## config.mk

```make
export PLATFORM = sky130hd
export DESIGN_NAME = weight_stream_replay_buffer
export DESIGN_NICKNAME = d
export VERILOG_FILES = /design/src/rtl/weight_stream_replay_buffer.sv
export SDC_FILE = /design/constraint.sdc
export NUM_CORES = 1
export LEC_CHECK = 0
export CORE_UTILIZATION = 46
export DETAILED_ROUTE_END_ITERATION = 10
export GPL_TIMING_DRIVEN = 0
export HOLD_SLACK_MARGIN = 0.08
export SKIP_CTS_REPAIR_TIMING = 1
export SLEW_MARGIN = 20
export SYNTH_ARGS = -nofsm -noshare
export SYNTH_HDL_FRONTEND = slang
export SYNTH_SLANG_ARGS = --single-unit
```

## constraint.sdc

```tcl
create_clock -name clk -period 2.88 [get_ports clk]
set_clock_uncertainty 0.15 [all_clocks]
set_input_delay 0.864 -clock clk [delete_from_list [all_inputs] [get_ports clk]]
set_output_delay 0.864 -clock clk [all_outputs]
set_load 0.005 [all_outputs]
```

## src/rtl/weight_stream_replay_buffer.sv

```systemverilog
// Weight tile replay buffer: forwards a DEPTH-beat tile once while storing it,
// then replays it from storage so every tile reaches the consumer REPEAT times.
module weight_stream_replay_buffer #(
  parameter int WEIGHT_PRECISION_0       = 16,
  parameter int WEIGHT_PARALLELISM_DIM_0 = 1,
  parameter int WEIGHT_PARALLELISM_DIM_1 = 1,
  parameter int DEPTH                    = 32,
  parameter int REPEAT                   = 4
) (
  input  logic                          clk,
  input  logic                          rst,
  input  logic [WEIGHT_PRECISION_0-1:0] data_in [WEIGHT_PARALLELISM_DIM_0*WEIGHT_PARALLELISM_DIM_1],
  input  logic                          data_in_valid,
  output logic                          data_in_ready,
  output logic [WEIGHT_PRECISION_0-1:0] data_out [WEIGHT_PARALLELISM_DIM_0*WEIGHT_PARALLELISM_DIM_1],
  output logic                          data_out_valid,
  input  logic                          data_out_ready,
  output logic                          tile_done
);

  localparam int P  = WEIGHT_PARALLELISM_DIM_0 * WEIGHT_PARALLELISM_DIM_1;
  localparam int W  = WEIGHT_PRECISION_0;
  localparam int BW = P * W;
  localparam int PW = $clog2(DEPTH);
  localparam int CW = $clog2(REPEAT) + 1;

  localparam logic [PW-1:0] LAST_PTR  = PW'(DEPTH - 1);
  localparam logic [CW-1:0] LAST_PASS = CW'(REPEAT - 1);

  typedef enum logic {FILL, REPLAY} state_t;

  state_t          state_q, state_d;
  logic [PW-1:0]   wr_ptr_q, wr_ptr_d;
  logic [PW-1:0]   rd_ptr_q, rd_ptr_d;
  logic [CW-1:0]   pass_q, pass_d;
  logic [BW-1:0]   dout_q, dout_d;
  logic            dout_valid_q, dout_valid_d;
  logic            out_last_q, out_last_d;
  logic            tile_done_q, tile_done_d;
  logic [BW-1:0]   mem_q [DEPTH];

  logic [BW-1:0]   din_flat;
  logic            advance;
  logic            in_fire;
  logic            rep_fire;
  logic            last_wr;
  logic            last_rd;
  logic            last_pass;

  for (genvar gi = 0; gi < P; gi++) begin : g_lane
    assign din_flat[gi*W +: W] = data_in[gi];
    assign data_out[gi]        = dout_q[gi*W +: W];
  end

  assign data_out_valid = dout_valid_q;
  assign tile_done      = tile_done_q;

  assign advance   = !dout_valid_q || data_out_ready;
  assign last_wr   = (wr_ptr_q == LAST_PTR);
  assign last_rd   = (rd_ptr_q == LAST_PTR);
  assign last_pass = (pass_q == LAST_PASS);

  // State register
  always_ff @(posedge clk or posedge rst) begin
    if (rst) begin
      state_q  <= FILL;
      wr_ptr_q <= '0;
      rd_ptr_q <= '0;
      pass_q   <= '0;
    end else begin
      state_q  <= state_d;
      wr_ptr_q <= wr_ptr_d;
      rd_ptr_q <= rd_ptr_d;
      pass_q   <= pass_d;
    end
  end

  // Next-state logic
  always_comb begin
    state_d  = state_q;
    wr_ptr_d = wr_ptr_q;
    rd_ptr_d = rd_ptr_q;
    pass_d   = pass_q;
    case (state_q)
      FILL: begin
        if (in_fire) begin
          wr_ptr_d = last_wr ? '0 : wr_ptr_q + 1'b1;
          if (last_wr && (REPEAT > 1)) begin
            state_d  = REPLAY;
            rd_ptr_d = '0;
            pass_d   = CW'(1);
          end
        end
      end
      REPLAY: begin
        if (rep_fire) begin
          rd_ptr_d = last_rd ? '0 : rd_ptr_q + 1'b1;
          if (last_rd) begin
            pass_d = last_pass ? '0 : pass_q + 1'b1;
            if (last_pass) state_d = FILL;
          end
        end
      end
      default: state_d = FILL;
    endcase
  end

  // Output logic: upstream is stalled for the whole replay phase
  always_comb begin
    data_in_ready = !rst && (state_q == FILL) && advance;
    in_fire       = data_in_valid && data_in_ready;
    rep_fire      = (state_q == REPLAY) && advance;
  end

  always_comb begin
    dout_d       = dout_q;
    dout_valid_d = dout_valid_q;
    out_last_d   = out_last_q;
    if (in_fire) begin
      dout_d       = din_flat;
      dout_valid_d = 1'b1;
      out_last_d   = last_wr && (REPEAT == 1);
    end else if (rep_fire) begin
      dout_d       = mem_q[rd_ptr_q];
      dout_valid_d = 1'b1;
      out_last_d   = last_rd && last_pass;
    end else if (data_out_ready) begin
      dout_valid_d = 1'b0;
    end
    // out_last_q marks the final beat of the final pass currently held for output
    tile_done_d = dout_valid_q && data_out_ready && out_last_q;
  end

  always_ff @(posedge clk or posedge rst) begin
    if (rst) begin
      dout_q       <= '0;
      dout_valid_q <= 1'b0;
      out_last_q   <= 1'b0;
      tile_done_q  <= 1'b0;
    end else begin
      dout_q       <= dout_d;
      dout_valid_q <= dout_valid_d;
      out_last_q   <= out_last_d;
      tile_done_q  <= tile_done_d;
    end
  end

  // Tile storage carries no reset; it is always rewritten before replay
  always_ff @(posedge clk) begin
    if (in_fire) mem_q[wr_ptr_q] <= din_flat;
  end

endmodule

```

==> insert_results.sql <==
INSERT INTO impl_metrics (metric_group, metric, value, unit) VALUES
('clock_network', 'cts.reportedPaths.clkPinSlew', '0.06', 'ns'),
('layout', 'layout.nets', '1295', ''),
('timing', 'final.period_utilization', '0.9791', ''),
('critical_path', 'cp_capture_type', 'flop', ''),
('drt', 'route.antenna.remaining_nets', '0', ''),
('synth', 'post_synthesis_net_count', '1139', ''),
('critical_path', 'cp.required', '3.24', 'ns'),
('clock_network', 'cts_buffer_depth', '3', ''),
('power', 'power_leakage', '0.008328', 'µW'),
('die', 'die_width', '218.3', 'µm'),
('timing', 'max_clock_freq', '354.6', 'MHz'),
('synth', 'synth_enable_flop_cells', '512', ''),
('layout', 'layoutNonFillerInstCount', '1913', ''),
('critical_path', 'critPathKind', 'flop to flop', ''),
('layout', 'multi_input_comb_area', '0.005275', 'mm²'),
('grt', 'grt_antenna_before_repair', '0', ''),
('layout', 'layout.cell_area.non_filler', '0.02562', 'mm²'),
('timing', 'final.setup.worst_slack', '0.06007', 'ns'),
('critical_path', 'critical_path.n_buffers_inverters', '3', ''),
('timing', 'timing_max_transition_violations_final', '0', ''),
('layout', 'syn2layout_area_growth', '19.00', '%'),
('clock_network', 'cts_tree', 'done', ''),
('grt', 'first_global_vias', '11230', ''),
('layout', 'antennaDiodeCount', '0', ''),
('die', 'die_height', '218.3', 'µm'),
('synth', 'yosysSeqAreaShare', '0.7525', ''),
('hold_path', 'hp-class', 'input port to asynchronous set/reset pin', ''),
('placement', 'placement.setup.worst_slack', '-1.579', 'ns'),
('synth', 'async_flop_share', '0.06055', ''),
('power', 'power_density', '750.7', 'mW/mm²'),
('drt', 'post-route-drc-count', '0', ''),
('grt', 'grt_util_all_layers', '0.2405', ''),
('timing', 'post-route-min-period', '2.820', 'ns'),
('drt', 'vias', '11600', ''),
('placement', 'post-place-cells', '1777', ''),
('timing', 'grt_setup_unrepaired', 'yes', ''),
('critical_path', 'crit_path_launch_type', 'flop', ''),
('placement', 'detailed_place_hpwl', '36940', 'µm'),
('synth', 'synth.yosys.warnings', '0', ''),
('clock_network', 'cts_inserted_buffers', '57', ''),
('timing', 'timing.final.setup_violations', '0', ''),
('placement', 'cell_area_after_placement', '0.02313', 'mm²'),
('critical_path', 'crit_path_cell_trace', 'buf_4 -> buf_6 -> and2_1 -> buf_2 -> a221oi_1 -> o221ai_1 -> o311ai_1', ''),
('synth', 'post_synthesis_cell_count', '1109', ''),
('drt', 'drt-vias-per-instance', '6.066', ''),
('drt', 'wl', '56200', 'µm'),
('die', 'std_cell_rows', '78', ''),
('placement', 'finalWeightedCongestion', '0.9113', ''),
('die', 'start_util', '0.4703', ''),
('die', 'area_of_the_placeable_core', '0.04577', 'mm²'),
('synth', 'postSynthRegisterBits', '545', ''),
('drt', 'wl_per_cell', '29.38', 'µm'),
('synth', 'synth_area', '0.02153', 'mm²'),
('grt', 'largest_net_degree_at_the_start_of_global_routing', '34', ''),
('outcome', 'outcome', 'finished, final reports clean', ''),
('layout', 'fill_cells', '3445', ''),
('synth', 'synthesized_area_per_cell', '19.41', 'µm²'),
('die', 'io_pins', '39', ''),
('run', 'max-cap-violations', '0', ''),
('critical_path', 'data_arrival_at_the_endpoint_of_the_critical_path', '3.18', 'ns'),
('grt', 'grt_pass1_wl', '79950', 'µm'),
('critical_path', 'cpLargestDelayFamily', 'compound AO/OA/AOI/OAI gates', ''),
('drt', 'first_pass_iters', '5', ''),
('power', 'vdd_ir_drop_max', '0.0004958', 'V'),
('synth', 'synth_cell_types', '50', ''),
('timing', 'final.hold.worst_slack', '0.1567', 'ns'),
('critical_path', 'max_stage_delay', '0.53', 'ns'),
('drt', 'first_iter_violations', '1302', ''),
('critical_path', 'slowest_stage', 'sky130_fd_sc_hd__a221oi_1', ''),
('critical_path', 'critical_path_peak_fanout', '10', ''),
('clock_network', 'clock-sinks', '545', ''),
('layout', 'area.sequential', '0.01620', 'mm²'),
('clock_network', 'clkLatencyLatePin', '0.61', 'ns'),
('timing', 'timing.slew.headroom', '0.4580', ''),
('timing', 'final-hold-violation-count', '0', ''),
('die', 'design.die.area', '0.04767', 'mm²'),
('clock_network', 'htreeDepth', '2', ''),
('grt', 'grt-ovfl-total', '0', ''),
('timing', 'worst_pin_slew', '0.8130', 'ns'),
('layout', 'drive_above_1_share', '0.2727', ''),
('clock_network', 'clk_root_buffer_cell', 'sky130_fd_sc_hd__clkbuf_16', ''),
('placement', 'port_buffers', '38', ''),
('synth', 'ys_flop_type', 'sky130_fd_sc_hd__edfxtp_1', '');
[metrics by stage]
step / power, µW / util / setup TNS, ns
3_5_place_dp: 11830 / 0.5054 / -650.72
3_3_place_gp: 11730 / 0.4952 / -956.76
5_1_grt: 19790 / 0.5597 / -0.2630
2_1_floorplan: 10690 / - / -95.54
6_report: 19230 / 0.5597 / 0
4_1_cts: 19190 / 0.5468 / -308.19
[synth_stat cells, drive strengths merged (7+ instances only)]
| cell type | count | area [µm²] |
|---|---|---|
| ha | 10 | 125.1 |
| nand3b | 7 | 52.55 |
| nor2b | 21 | 131.4 |
| a211oi | 12 | 90.09 |
| nor2 | 78 | 292.8 |
| edfxtp | 512 | 15370 |
| nand2b | 9 | 56.30 |
| mux4 | 100 | 2256 |
| clkbuf | 25 | 93.84 |
| o21ai | 13 | 65.06 |
| o311ai | 14 | 122.6 |
| o221ai | 14 | 122.6 |
| o22ai | 15 | 93.84 |
| mux2 | 7 | 78.83 |
| a22o | 15 | 131.4 |
| nand3 | 23 | 115.1 |
| buf | 40 | 281.5 |
| a221oi | 12 | 105.1 |
| dfrtp | 33 | 825.8 |
| mux2i | 63 | 630.6 |
| nand2 | 39 | 146.4 |
[path summary, 6_finish.rpt]
path | from | slack [ns] | cells past startpoint | endpoint
min | rst | 0.16 | 2 | data_out[10]
min reg2reg | pass_q[1] | 0.37 | 2 | pass_q[1]
max in group asynchronous | rst | 1.99 | 3 | rd_ptr_q[3]
max reg2reg | rd_ptr_q[0] | 0.06 | 7 | data_out[8]
max | rd_ptr_q[0] | 0.06 | 7 | data_out[8]
min in group clk | pass_q[1] | 0.37 | 2 | pass_q[1]
[layout make-up]
| cell class | count | share of cell area |
|---|---|---|
| Buffer | 63 | 0.01465 |
| Clock buffer | 69 | 0.05822 |
| Clock inverter | 38 | 0.01573 |
| Inverter | 3 | 0.0004396 |
| Multi-Input combinational cell | 496 | 0.2059 |
| Sequential cell | 545 | 0.6324 |
| Tap cell | 600 | 0.02930 |
| Timing Repair Buffer | 99 | 0.04337 |
[sequential cells by signal (all words and copies together) (netlist names)]
name	flops
out_last_q	1
rd_ptr_q	5
pass_q	3
state_q	1
data_out	16
wr_ptr_q	5
mem_q	512
data_out_valid	1
tile_done	1
[cell families after synthesis]
group	synth area share
multiplexers	0.1377
AND/OR/NAND/NOR	0.04400
buffers and inverters	0.01796
flip-flops	0.7525
adder cells (fa/ha/maj)	0.005812
AO/OA/AOI/OAI	0.04196
[metal layers]
metal,GRT usage,share of wire
met5,0,0
met4,0.06713,0.027
met3,0.04885,0.072
met2,0.3667,0.47
met1,0.3524,0.44
[layout by cell type, fill, tap and decap left out, types with 19 or more instances in the layout]
cell type / n
sky130_fd_sc_hd__buf_2: 31
sky130_fd_sc_hd__clkbuf_16: 57
sky130_fd_sc_hd__dfrtp_1: 33
sky130_fd_sc_hd__buf_4: 31
sky130_fd_sc_hd__nand2_1: 35
sky130_fd_sc_hd__nor2_1: 46
sky130_fd_sc_hd__edfxtp_1: 512
sky130_fd_sc_hd__clkdlybuf4s50_1: 19
sky130_fd_sc_hd__clkbuf_1: 31
sky130_fd_sc_hd__mux4_2: 99
sky130_fd_sc_hd__nor2_4: 30
sky130_fd_sc_hd__nand3_1: 23
sky130_fd_sc_hd__buf_6: 26
sky130_fd_sc_hd__nor2b_1: 19
sky130_fd_sc_hd__mux2i_1: 63
[worst reg2reg max path, stage by stage, from the launching register on]
cell and delay, ns:
sky130_fd_sc_hd__dfrtp_1 0.42, sky130_fd_sc_hd__buf_4 0.24, sky130_fd_sc_hd__buf_6 0.22, sky130_fd_sc_hd__and2_1 0.23, sky130_fd_sc_hd__buf_2 0.27, sky130_fd_sc_hd__a221oi_1 0.53
sky130_fd_sc_hd__o221ai_1 0.31, sky130_fd_sc_hd__o311ai_1 0.35
[power breakdown]
| part | total [µW] | internal [µW] | switching (µW) |
|---|---|---|---|
| clock | 7420 | 4400 | 3010 |
| combinational | 2790 | 1090 | 1700 |
| sequential | 9030 | 8910 | 120 |
Note: power is estimated with default switching activity, not from simulation.
